## src/rtl/lut_cfg_pkg.sv

```systemverilog
// Shared types and width helpers for the LUT configuration loader.
package lut_cfg_pkg;

  typedef enum logic [1:0] {
    IDLE   = 2'd0,
    LOAD   = 2'd1,
    COMMIT = 2'd2,
    DONE   = 2'd3
  } cfg_state_t;

  // Counter width for n values, never narrower than one bit.
  function automatic int clog2_min1(input int n);
    return (n <= 2) ? 1 : $clog2(n);
  endfunction

endpackage

```

## src/rtl/cfg_word_packer.sv

```systemverilog
// Assembles bitstream words into one LUT frame, least significant word first.
module cfg_word_packer
  import lut_cfg_pkg::*;
#(
  parameter int MEM_SIZE = 16,
  parameter int WORD_W   = 8
) (
  input  logic                clk,
  input  logic                rst_n,
  input  logic                clear,
  input  logic                push,
  input  logic [WORD_W-1:0]   word,
  output logic [MEM_SIZE-1:0] frame,
  output logic                last
);

  localparam int WPF = MEM_SIZE / WORD_W;
  localparam int CW  = clog2_min1(WPF);
  localparam logic [CW-1:0] LAST_IDX = CW'(WPF - 1);

  logic [MEM_SIZE-1:0] assembly;
  logic [CW-1:0]       count;

  assign last = (count == LAST_IDX);

  // frame already contains the word being pushed, so the final word can be
  // committed on the same edge it is accepted.
  always_comb begin
    frame = assembly;
    for (int k = 0; k < WPF; k++) begin
      if (push && (count == CW'(k))) begin
        frame[k*WORD_W +: WORD_W] = word;
      end
    end
  end

  always_ff @(posedge clk or negedge rst_n) begin
    if (!rst_n) begin
      assembly <= '0;
      count    <= '0;
    end else if (clear) begin
      count <= '0;
    end else if (push) begin
      assembly <= frame;
      if (!last) begin
        count <= count + CW'(1);
      end
    end
  end

endmodule

```

## src/rtl/lut_config_loader.sv

```systemverilog
// Loads NUM_TARGETS LUT frames from a word stream and strobes each into its
// target over a shared config_in bus with a one-hot config_en.
module lut_config_loader
  import lut_cfg_pkg::*;
#(
  parameter int MEM_SIZE    = 16,
  parameter int WORD_W      = 8,
  parameter int NUM_TARGETS = 4
) (
  input  logic                   config_clk,
  input  logic                   config_rst_n,
  input  logic                   start,
  input  logic                   in_valid,
  input  logic [WORD_W-1:0]      in_data,
  output logic                   in_ready,
  output logic [MEM_SIZE-1:0]    config_in,
  output logic [NUM_TARGETS-1:0] config_en,
  output logic                   busy,
  output logic                   done
);

  localparam int TW = clog2_min1(NUM_TARGETS);
  localparam logic [TW-1:0] LAST_TARGET = TW'(NUM_TARGETS - 1);

  cfg_state_t             state, state_next;
  logic [TW-1:0]          target, target_next;
  logic                   clear, push, last;
  logic [MEM_SIZE-1:0]    frame;
  logic [NUM_TARGETS-1:0] en_next;

  assign push = in_valid && in_ready;

  cfg_word_packer #(
    .MEM_SIZE (MEM_SIZE),
    .WORD_W   (WORD_W)
  ) u_packer (
    .clk   (config_clk),
    .rst_n (config_rst_n),
    .clear (clear),
    .push  (push),
    .word  (in_data),
    .frame (frame),
    .last  (last)
  );

  always_comb begin
    state_next  = state;
    target_next = target;
    clear       = 1'b0;
    case (state)
      IDLE, DONE: begin
        if (start) begin
          state_next  = LOAD;
          target_next = '0;
          clear       = 1'b1;
        end
      end
      LOAD: begin
        if (push && last) begin
          state_next = COMMIT;
        end
      end
      COMMIT: begin
        if (target == LAST_TARGET) begin
          state_next = DONE;
        end else begin
          state_next  = LOAD;
          target_next = target + TW'(1);
          clear       = 1'b1;
        end
      end
      default: state_next = IDLE;
    endcase

    en_next = '0;
    for (int i = 0; i < NUM_TARGETS; i++) begin
      en_next[i] = (state_next == COMMIT) && (target_next == TW'(i));
    end
  end

  // Outputs are registered from the next state so they line up with it.
  always_ff @(posedge config_clk or negedge config_rst_n) begin
    if (!config_rst_n) begin
      state     <= IDLE;
      target    <= '0;
      in_ready  <= 1'b0;
      busy      <= 1'b0;
      done      <= 1'b0;
      config_en <= '0;
      config_in <= '0;
    end else begin
      state     <= state_next;
      target    <= target_next;
      in_ready  <= (state_next == LOAD);
      busy      <= (state_next == LOAD) || (state_next == COMMIT);
      done      <= (state_next == DONE);
      config_en <= en_next;
      if (push && last) begin
        config_in <= frame;
      end
    end
  end

endmodule

```

## config.mk

```make
export PLATFORM = sky130hd
export DESIGN_NAME = lut_config_loader
export DESIGN_NICKNAME = d
export VERILOG_FILES = /design/src/rtl/lut_cfg_pkg.sv /design/src/rtl/cfg_word_packer.sv /design/src/rtl/lut_config_loader.sv
export SDC_FILE = /design/constraint.sdc
export NUM_CORES = 1
export LEC_CHECK = 0
export CAP_MARGIN = 40
export CORE_MARGIN = 2
export CORE_UTILIZATION = 25
export CTS_CLUSTER_SIZE = 20
export DETAILED_ROUTE_END_ITERATION = 10
export PLACE_DENSITY_LB_ADDON = 0.2
export SETUP_SLACK_MARGIN = 0.3
export SYNTH_ARGS = -nofsm -noshare
export SYNTH_HDL_FRONTEND = slang
export SYNTH_SLANG_ARGS = --single-unit
```

## constraint.sdc

```tcl
create_clock -name config_clk -period 1.8 [get_ports config_clk]
set_input_delay 0.27 -clock config_clk [delete_from_list [all_inputs] [get_ports config_clk]]
set_output_delay 0.27 -clock config_clk [all_outputs]
set_load 0.005 [all_outputs]
```

==> results of run 1 <==
report_power, final:
part	total, mW	switching (mW)	internal [mW]
sequential	1.37	0.200	1.17
clock	0.672	0.261	0.410
combinational	1.89	0.731	1.16
total	3.94	1.19	2.75
worst max-delay path, cell delays in order (launching register included):
cell and delay, ns:
dfrtp_1 0.43, ha_4 0.33, nor2_1 0.06, a21boi_2 0.18, o21ai_2 0.09, buf_4 0.14, ha_2 0.30, inv_1 0.03
layout make-up:
cell class	instances	area, um^2
clock buffers	6	72.6
clock inverters	2	35.0
fillers	526	3380
inverters	7	26.3
multi-input cells	60	647
flip-flops and latches	36	901
well taps	72	90.1
repair buffers	44	427
sequential cells by signal, summed over array words and instances (netlist names):
register           cells
done                   1
config_in             16
u_packer.last          1
in_ready               1
u_packer.assembly      8
busy                   1
state                  2
target                 2
config_en              4
routing by layer:
layer,up-vias,part of all wire
met4,0,0.019
met2,32,0.49
met5,-,0
li1,455,-
met1,495,0.42
met3,9,0.069
timing repair:
item / CTS / global route
pin swaps: 3 / 5
buffers inserted: 5 / 2
gates cloned: 0 / 0
gates resized for setup: 15 / 7
setup endpoints to repair: 15 / 16
logic make-up (layout without fill, tap and decap cells):
logic type,after synthesis,in the layout,share of synthesized area
flip-flops,36,36,0.620
multiplexers,24,24,0.186
AND/OR/NAND/NOR,17,17,0.0723
AO/OA/AOI/OAI,14,14,0.0577
buffers and inverters,8,59,0.0215
adder cells (fa/ha/maj),5,5,0.0430
cells in the final DEF, fill, tap and decap left out, types with 3 or more instances in the layout:
cell             count
clkbuf_8             5
mux2_4               5
dfrtp_1             36
clkdlybuf4s50_1     33
o21ai_2              3
inv_1                5
a21oi_1              4
buf_4                8
nand2_1              3
mux2_2              19
nor2_1               3
ha_4                 3
metrics by stage:
step	setup WS, ns	power [mW]	instances
after floorplan	0.173	2.25	104
final	0.135	3.94	227
after global routing	0.0677	4.22	227
after global placement	0.0370	2.91	212
after CTS	0.179	3.83	225
after detailed placement	-0.00985	2.96	212
how the worst max path moves through the flow:
| stage | slack [ns] | endpoint | start | depth (start not counted) |
|---|---|---|---|---|
| 2_1_floorplan | 0.17 | u_packer.assembly[0]$_DFFE_PN0P_ | state[0]$_DFF_PN0_ | 6 |
| 3_3_place_gp | 0.04 | config_en[2]$_DFF_PN0_ | start | 8 |
| 3_5_place_dp | -0.01 | config_en[1]$_DFF_PN0_ | start | 8 |
| 4_1_cts | 0.18 | config_en[1]$_DFF_PN0_ | state[1]$_DFF_PN0_ | 8 |
| 5_1_grt | 0.07 | config_en[1]$_DFF_PN0_ | state[1]$_DFF_PN0_ | 8 |
| 6_report | 0.14 | busy$_DFF_PN0_ | state[1]$_DFF_PN0_ | 7 |
==> run summary, run 1 <==
Max-cap viol count: 0
Crit path time final: 1.66 ns
Met2 Usage GRT: 0.165
Vias: 991
Global route total overflow: 0
Final instance area: 2200 um^2
Antenna violations before repair: 0
Register area share after synthesis: 0.620
Number of synthesized register bits: 36
Slew Limit Fails: 0
Post-synth ARST share: 1.00
Final nets: 171
# DRC: 0
Pre-antenna DRT Iters: 2
First-pass GRT wire length: 4.80 mm
Ant diodes: 0
Initial Util: 0.261
Vias in the first global route: 1042
Placer Congestion: 0.730
Final Core Density: 0.394
Met3 capacity usage during global routing: 0.0404
R2R setup slack: 0.14 ns
Drt via density: 4.37
Share of cells above drive strength 1: 0.413
Maximum clock path buffer count: 2
Most frequent cells after synthesis: dfrtp_1 (36), mux2_2 (24), inv_1 (7)
Die area: 6440 um^2
Post-Syn Area: 1450 um^2
Crit-path max FO: 5
Final Setup Violations: 0
Hold slack final: 0.0692 ns
Worst hold path type: in -> async
H-tree depth: 2
Final cycle utilization of the critical path: 0.925
Cell Pwr Density: 1790 nW/um^2
Slew margin rel.: 0.479
Met1 Resource Use GR: 0.108
FF-to-FF End: busy$_DFF_PN0_
GR peak layer: met2
Synth Net Count: 121
Library cells used by synthesis: 20
Clock Sinks: 36
Largest net degree at the start of global routing: 37
Die Y: 80.3 um
Final Hold Viols: 0
Post-CTS Hold Fix Bufs: 0
Routed len/inst: 12.7 um
Clk_lat worst skew: 0.28 ns
Main synth FF type: dfrtp_1
Die width: 80.3 um
RSZ-0062 raised after global routing: yes
TritonCTS Buffers: 5
Crit. End Element: register
Initial DRC Count: 10
Tightest Pin Transition: 0.781 ns
CTS root buf: clkbuf_8
Post-place instance area: 1960 um^2
Total Wirelength: 2.89 mm
Ports: 35
Area contributors post-synth: dfrtp_1 (62%), mux2_2 (19%), ha_1 (4.3%)
Type of origin of the critical path: register
GRT Util Overall: 0.0978
Synth Instances: 104
Post-route ant nets: 0
Worst reg2reg path depth: 7
Warnings from Yosys: 0
Area grow syn2layout: 51.2%
WS Path Type: reg -> reg
Most common cell in the netlist: dfrtp_1
Crit path DAT: 1.84 ns
CTS tree: built
Core ar.: 5570 um^2
IO buf count: 34
Synth top area share: 0.620
Worst Clk Skew: 0.00617 ns
DP HPWL: 1.93 mm
Leakage power: 0.946 nW
Area leader, netlist: dfrtp_1
Worst Path Required: 1.98 ns
VDD IR-drop max: 0.734 mV
Row Count: 27
Mapped Avg Cell Area: 14.0 um^2
Outcome: completed
Fmax: 0.601 GHz
R2R Path Start: state[1]$_DFF_PN0_
Count of flip-flops with a built-in enable after synthesis: 0
Clk slew on worst S/H paths: 0.07 ns
Total negative slack: 0 ns
Note: power is estimated with default switching activity, not from simulation.
==> run 2, diff against run 1 <==
- ABC_CLOCK_PERIOD_IN_PS: unset -> 1800
- REMOVE_ABC_BUFFERS: unset -> 1
==> run 2 against run 1 <==
Against the previous run: routed wire length rose by 2.0%; die area did not move; global-route usage rose by 0.53 points; critical path depth did not move; first-iteration DRC count rose by 40%; critical path type unchanged; fmax rose by 2.4%; clock skew fell by 0.0020 ns.
==> run summary, run 2 (synthesis gave the netlist of run 1 again) <==
Outcome: completed
Worst reg2reg path depth: 7 (unchanged)
Final Core Density: 0.385 (-0.00898)
Initial Util: 0.261 (unchanged)
Slew margin rel.: 0.704 (+0.225)
Total Wirelength: 2.95 mm (+2.0%)
Most frequent cells in the layout: dfrtp_1 (34), clkdlybuf4s50_1 (33), mux2_2 (24), buf_4 (8), clkbuf_8 (6)
# DRC: 0 (unchanged)
Finished Layout Cells: 226 (-0.44%)
Routed len/inst: 13.0 um (+2.5%)
GRT Util Overall: 0.103 (+0.00531)
TritonCTS Buffers: 5 (unchanged)
Multi-input gate area: 623 um^2 (-3.7%)
CTS root buf: clkbuf_8
Reg area: 903 um^2 (+0.28%)
Max incr delay on CP: 0.44 ns (about the same)
H-tree depth: 2 (unchanged)
Fillers: 543 (+3.2%)
Crit-path max FO: 5 (unchanged)
Crit. End Element: register
CTS tree: built
Global route total overflow: 0 (unchanged)
Worst hold path type: in -> async
Final Hold Viols: 0 (unchanged)
DP HPWL: 1.91 mm (-1.2%)
RSZ-0062 raised after global routing: yes
Type of origin of the critical path: register
Drt via density: 4.23 (-3.1%)
Worst Clk Skew: 0.00421 ns (-0.00196 ns)
Vias: 956 (-3.5%)
Pre-antenna DRT Iters: 4 (+2)
Post-route ant nets: 0 (unchanged)
Ports: 35 (unchanged)
Placed Cells: 215 (+1.4%)
Initial DRC Count: 14 (+4)
Tightest Pin Transition: 0.444 ns (-0.338 ns)
Final Setup Violations: 0 (unchanged)
Critical path cell sequence: ha_4 > nor2_1 > a21boi_4 > o21ai_2 > buf_4 > ha_1 > inv_1
Area grow syn2layout: 47.8%
Die width: 80.3 um (unchanged)
IO buf count: 34 (unchanged)
Clk_lat worst skew: 0.28 ns (about the same)
Die Y: 80.3 um (unchanged)
Antenna violations before repair: 0 (unchanged)
Cell Pwr Density: 1730 nW/um^2 (-3.6%)
Crit path DAT: 1.81 ns (-0.03 ns)
Fmax: 0.615 GHz (+2.4%)
VDD IR-drop max: 0.638 mV (-13%)
Worst Path Required: 1.99 ns (about the same)
Max FFs per register: 16 (unchanged)
Final Power: 3.71 mW (-5.8%)
Max-cap viol count: 0 (unchanged)
Largest net degree at the start of global routing: 37 (unchanged)
Die area: 6440 um^2 (unchanged)
Total negative slack: 0 ns (unchanged)
Final worst setup slack: 0.175 ns (+0.0392 ns)
Final nets: 170 (-0.58%)
Place WS: 0.0365 ns (+0.0463 ns)
Placer Congestion: 0.820 (+12%)
Vias in the first global route: 1097 (+5.3%)
Final cycle utilization of the critical path: 0.903 (-0.0218)
Row Count: 27 (unchanged)
Maximum clock path buffer count: 2 (unchanged)
Clock Sinks: 36 (unchanged)
Crit path time final: 1.63 ns (-0.0392 ns)
Final instance area: 2150 um^2 (-2.3%)
Biggest register: config_in
Share of cells above drive strength 1: 0.409 (-0.00381)
Post-place instance area: 1930 um^2 (-1.4%)
WS Path Type: reg -> reg
Regs by FF count: config_in (16), u_packer.assembly (8), config_en (4)
Slew Limit Fails: 0 (unchanged)
First-pass GRT wire length: 4.98 mm (+3.9%)
Slowest-stage cell, CP: dfrtp_2
Ant diodes: 0 (unchanged)
Leakage power: 0.916 nW (-3.1%)
Core ar.: 5570 um^2 (unchanged)
Clk slew on worst S/H paths: 0.07 ns (about the same)
Most common cell after layout, fill and taps aside: dfrtp_1
Hold slack final: 0.0191 ns (-0.0502 ns)
## run 2: final timing paths
path	startpoint	endpoint	slack [ns]
max	state[1]$_DFF_PN0_	busy$_DFF_PN0_	0.17
max in group asynchronous	config_rst_n	state[1]$_DFF_PN0_	1.45
max reg2reg	state[1]$_DFF_PN0_	busy$_DFF_PN0_	0.17
min	config_rst_n	config_in[14]$_DFFE_PN0P_	0.02
min in group config_clk	config_in[13]$_DFFE_PN0P_	config_in[13]$_DFFE_PN0P_	0.50
min reg2reg	config_in[13]$_DFFE_PN0P_	config_in[13]$_DFFE_PN0P_	0.50
## run 2: worst max-delay path: cells and delay by family (launching register included)
| kind | cells | cell delay (ns) |
|---|---|---|
| fa+ha+maj | 2 | 0.59 |
| flops | 1 | 0.44 |
| compound gates | 2 | 0.25 |
| buf+inv | 2 | 0.16 |
| simple gates | 1 | 0.08 |
## run 2: timing repair
item                                    4_1_cts  5_1_grt
buffers inserted                              3        0
cloned                                        0        0
endpoints found under the setup margin       17       15
hold buffers                                  0        0
resized for setup                            20       10
pin swaps                                     1        6
## run 2: cell type report
cell class                 instances  area share
multi-input combinational         60       0.290
sequential                        36       0.421
inverter                           7      0.0122
clock buffer                       8      0.0419
timing repair buffer              43       0.193
tap                               72      0.0419
## run 2: where the power goes
part | switching (mW) | internal (mW) | leakage [nW]
logic | 0.687 | 1.07 | 0.429
registers | 0.199 | 1.18 | 0.441
clock network | 0.265 | 0.312 | 0.0455
total | 1.15 | 2.56 | 0.916
## run 2: layer usage
layer | up-vias | global-route usage | part of all wire
li1 | 458 | - | -
met1 | 463 | 0.112 | 0.40
met2 | 27 | 0.176 | 0.51
met3 | 8 | 0.0416 | 0.070
met4 | 0 | 0.0458 | 0.020
met5 | - | 0 | 0
